<file path="src/rtl/bcd_to_bin.sv">
// bcd_to_bin: sequential 8-digit packed-BCD to 32-bit binary converter.
// Reverse double-dabble: one right shift per clock (32 cycles per
// conversion) behind a start/busy/done handshake. Requests that contain
// a digit above 9 are rejected in one cycle with err set and binary
// cleared.
//
// Ports:
//   clk     in   system clock, rising edge
//   rst     in   asynchronous active-high reset
//   start   in   request a conversion (sampled only when idle)
//   bcd     in   [31:0] packed BCD, digit 7 in [31:28] .. digit 0 in [3:0]
//   binary  out  [31:0] converted value, held until the next completion
//   busy    out  high while a conversion is running
//   done    out  one-cycle completion pulse (valid or rejected request)
//   err     out  last accepted request held an invalid digit
module bcd_to_bin (
    input  logic        clk,
    input  logic        rst,
    input  logic        start,
    input  logic [31:0] bcd,
    output logic [31:0] binary,
    output logic        busy,
    output logic        done,
    output logic        err
);

    typedef enum logic {IDLE, CONV} state_t;

    state_t      state_q, state_d;
    logic [31:0] bcd_sr_q, bcd_sr_d;
    logic [31:0] bin_sr_q, bin_sr_d;
    logic [4:0]  cnt_q, cnt_d;
    logic [31:0] binary_q, binary_d;
    logic        busy_q, busy_d;
    logic        done_q, done_d;
    logic        err_q, err_d;

    logic        bad_digit;
    logic [31:0] bcd_shift;
    logic [31:0] bcd_adj;
    logic [31:0] bin_shift;

    // Any nibble in A..F makes the whole request invalid.
    always_comb begin
        bad_digit = 1'b0;
        for (int i = 0; i < 8; i++) begin
            if (bcd[i*4 +: 4] > 4'd9) bad_digit = 1'b1;
        end
    end

    // One step of reverse double-dabble: shift the 64-bit {bcd, bin}
    // pair right, then pull every BCD nibble that reached 8 or more back
    // down by 3 so it stays a valid halved decimal digit.
    always_comb begin
        bcd_shift = {1'b0, bcd_sr_q[31:1]};
        bin_shift = {bcd_sr_q[0], bin_sr_q[31:1]};
        bcd_adj   = bcd_shift;
        for (int i = 0; i < 8; i++) begin
            if (bcd_shift[i*4 +: 4] >= 4'd8)
                bcd_adj[i*4 +: 4] = bcd_shift[i*4 +: 4] - 4'd3;
        end
    end

    always_comb begin
        state_d  = state_q;
        bcd_sr_d = bcd_sr_q;
        bin_sr_d = bin_sr_q;
        cnt_d    = cnt_q;
        binary_d = binary_q;
        busy_d   = busy_q;
        done_d   = 1'b0;
        err_d    = err_q;

        unique case (state_q)
            IDLE: begin
                if (start) begin
                    if (bad_digit) begin
                        binary_d = 32'd0;
                        err_d    = 1'b1;
                        done_d   = 1'b1;
                    end else begin
                        bcd_sr_d = bcd;
                        bin_sr_d = 32'd0;
                        cnt_d    = 5'd0;
                        err_d    = 1'b0;
                        busy_d   = 1'b1;
                        state_d  = CONV;
                    end
                end
            end
            CONV: begin
                bcd_sr_d = bcd_adj;
                bin_sr_d = bin_shift;
                cnt_d    = cnt_q + 5'd1;
                if (cnt_q == 5'd31) begin
                    binary_d = bin_shift;
                    done_d   = 1'b1;
                    busy_d   = 1'b0;
                    state_d  = IDLE;
                end
            end
            default: state_d = IDLE;
        endcase
    end

    always_ff @(posedge clk or posedge rst) begin
        if (rst) begin
            state_q  <= IDLE;
            bcd_sr_q <= 32'd0;
            bin_sr_q <= 32'd0;
            cnt_q    <= 5'd0;
            binary_q <= 32'd0;
            busy_q   <= 1'b0;
            done_q   <= 1'b0;
            err_q    <= 1'b0;
        end else begin
            state_q  <= state_d;
            bcd_sr_q <= bcd_sr_d;
            bin_sr_q <= bin_sr_d;
            cnt_q    <= cnt_d;
            binary_q <= binary_d;
            busy_q   <= busy_d;
            done_q   <= done_d;
            err_q    <= err_d;
        end
    end

    assign binary = binary_q;
    assign busy   = busy_q;
    assign done   = done_q;
    assign err    = err_q;

endmodule

</file>
<file path="config.mk">
export PLATFORM = sky130hd
export DESIGN_NAME = bcd_to_bin
export DESIGN_NICKNAME = d
export VERILOG_FILES = /design/src/rtl/bcd_to_bin.sv
export SDC_FILE = /design/constraint.sdc
export NUM_CORES = 1
export LEC_CHECK = 0
export ABC_AREA = 0
export BUFFER_PORTS_ARGS = -buffer_cell sky130_fd_sc_hd__buf_2
export CAP_MARGIN = 20
export CORE_UTILIZATION = 55
export DETAILED_ROUTE_END_ITERATION = 8
export GPL_TIMING_DRIVEN = 0
export PLACE_DENSITY = 0.79
export SETUP_SLACK_MARGIN = 0.15
export SKIP_CTS_REPAIR_TIMING = 1
export SYNTH_ARGS = -nofsm -noshare
export SYNTH_HDL_FRONTEND = slang
export SYNTH_SLANG_ARGS = --single-unit
</file>
<file path="constraint.sdc">
create_clock -name clk -period 4.3 [get_ports clk]
set_clock_uncertainty 0.05 [all_clocks]
set_input_delay 0.43 -clock clk [delete_from_list [all_inputs] [get_ports clk]]
set_output_delay 0.43 -clock clk [all_outputs]
set_load 0.02 [all_outputs]
</file>
==> impl_metrics.ini <==
[outcome]
status = finished clean

[setup_path]
crit_arrival_ns = 2.27
cp-start-kind = register
critPathKind = register to register
crit_path_end_kind = register
worst-path-max-fanout = 10
required_ns = 4.54

[floorplan]
io_pins = 70
die_w_um = 95.2
die_h_um = 95.2
start_util = 0.576
design.core.area_um2 = 8300
rows = 33
dieArea_um2 = 9070

[detailed_routing]
via_count = 3624
ant_nets = 0
first_pass_iters = 4
dr.first_iter.drc_count = 207
drc = 0
vias_per_cell = 5.73
wl_mm = 10.2
wire_per_inst_um = 16.1

[cts]
cts_sinks = 104
cts_tree = done
path_clk_slew_ns = 0.11
cts_buffers = 9
clkLatencyLatePin_ns = 0.37
cts_buffer_depth = 2
htreeDepth = 3
cts-root-buf = clkbuf_8

[layout]
final_common_cell = dfrtp_1
final_cells = 633
design_area_um2 = 5470
final_util = 0.659
fill_cells = 646
fin_nets = 574
antenna_cells = 0
synthToLayoutAreaGrowth_pct = 14.4
drive_above_1_share = 0.205
layout.cells.most_common_list = dfrtp_1, buf_2, nand2_1, o21ai_0, a22o_1

[sta]
hold_slack_ns = 0.0374
slew_violations = 0
setup_slack_ns = 2.28
period_share = 0.471
worstMarginPinSlew_ns = 0.544
fmax_mhz = 494
setup_violations = 0
rsz0062_at_grt = false
min_period_ns = 2.02
final_hold_viol_count = 0
max_slew_margin = 0.637
final.setup.tns_ns = 0

[power]
pwr-share-clk = 0.186
vdd_ir_drop_max_v = 0.000287
internal-power_mw = 1.98
p_comb_frac = 0.350
switchingPower_mw = 1.19
p_seq_frac = 0.463
cellPowerDensity_nw_per_um2 = 580
switching_share = 0.375
power_mw = 3.17
cellLeakagePower_nw = 2.66

[placement]
port_buffers = 68
dp_hpwl_mm = 7.11
place_area_um2 = 5280
gp_congestion = 0.830
dp_slack_ns = 2.21
placed_cells = 617

[global_routing]
antenna_found_initial = 0
grt_pass1_vias = 3685
grt_max_degree = 67
grt_pass1_wl_mm = 17.6
grt_overflow = 0
grt_use_total = 0.252

[logic_synthesis]
async_flop_share = 1.00
syn_nets = 494
synth_cells = 443
synth-main-ff-cell = dfrtp_1
synth_area_um2 = 4780
ys_ff_latch = 104
yosysUniqueCellTypes = 37
syn_avg_cell_area_um2 = 10.8
yosys_warnings = 0
seq_area_frac_synth = 0.545
synth-edff-count = 0

[worst_hold_path]
hp-class = primary input to asynchronous set/reset pin

[run]
max-cap-violations = 0
[synth_stat cells, types with 4 or more instances]
cell | number | share of area
a221o_1 | 25 | 0.052
buf_4 | 5 | 0.0079
nand2b_1 | 7 | 0.0092
buf_2 | 6 | 0.0063
o21ai_1 | 4 | 0.0042
xnor2_1 | 9 | 0.016
nand2_1 | 74 | 0.058
a21oi_1 | 12 | 0.013
inv_1 | 19 | 0.015
ha_1 | 16 | 0.042
nor2b_1 | 10 | 0.013
a41oi_1 | 5 | 0.0092
o21ai_0 | 39 | 0.041
clkbuf_1 | 13 | 0.010
and2_1 | 12 | 0.016
a22o_1 | 34 | 0.062
dfrtp_1 | 104 | 0.54
o31ai_1 | 5 | 0.0079
mux2i_1 | 8 | 0.017
xor2_1 | 4 | 0.0073
nor2_1 | 7 | 0.0055
[registers in the layout, indices dropped and copies added (netlist names)]
signal,cells
bcd_sr_q,32
binary,32
bin_sr_q,31
cnt_q,5
busy,1
done,1
err,1
state_q,1
[power groups by stage]
stage                     clock network, mW  registers, mW  logic, mW
final                                 0.592           1.47       1.11
after global routing                  0.646           1.51       1.24
after CTS                             0.597           1.47       1.12
after detailed placement                  0           1.48       1.11
after global placement                    0           1.47       1.05
after floorplan                           0           1.43      0.860
[worst max-delay path, cell delays in order (launching register included)]
cell,delay (ns)
dfrtp_1,0.40
ha_1,0.19
and3_1,0.16
ha_1,0.18
and2_1,0.13
clkbuf_1,0.23
clkbuf_1,0.40
nand2_1,0.12
o21ai_0,0.10
[kinds of logic after synthesis]
kind of cell,count (synthesis),synth area share
compound gates,131,0.204
simple gates,121,0.118
flops,104,0.545
buf+inv,49,0.0495
fa+ha+maj,16,0.0419
xor+xnor,13,0.0238
mux,9,0.0191
[worst paths after layout]
kind | slack, ns | depth (start not counted) | start | end
worst min register to register | 0.44 | 1 | busy$_DFFE_PP0P_ | busy$_DFFE_PP0P_
worst max register to register | 2.28 | 8 | cnt_q[1]$_DFFE_PP0P_ | binary[25]$_DFFE_PP0P_
max in group asynchronous | 3.47 | 3 | rst | bcd_sr_q[25]$_DFFE_PP0P_
worst min-delay path | 0.04 | 2 | rst | binary[7]$_DFFE_PP0P_
min in group clk | 0.24 | 2 | bcd[20] | bcd_sr_q[20]$_DFFE_PP0P_
worst max-delay path | 2.28 | 8 | cnt_q[1]$_DFFE_PP0P_ | binary[25]$_DFFE_PP0P_
[metal layers]
metal | vias up | share of wire | wire, um | track usage
li1 | 1724 | - | - | -
met5 | - | 0 | 0 | 0
met4 | 0 | 0.016 | 165 | 0.102
met2 | 94 | 0.48 | 4930 | 0.401
met1 | 1791 | 0.46 | 4730 | 0.347
met3 | 15 | 0.038 | 391 | 0.0391
[cell type report]
| cell class | count | area (um2) | share of cell area |
|---|---|---|---|
| Sequential cell | 104 | 2600 | 0.476 |
| Multi-Input combinational cell | 290 | 1940 | 0.355 |
| Timing Repair Buffer | 69 | 368 | 0.0673 |
| Buffer | 30 | 165 | 0.0302 |
| Tap cell | 105 | 131 | 0.0240 |
| Clock buffer | 9 | 124 | 0.0227 |
| Inverter | 19 | 73.8 | 0.0135 |
| Clock inverter | 7 | 62.6 | 0.0114 |
(Power assumes the default switching activity.)
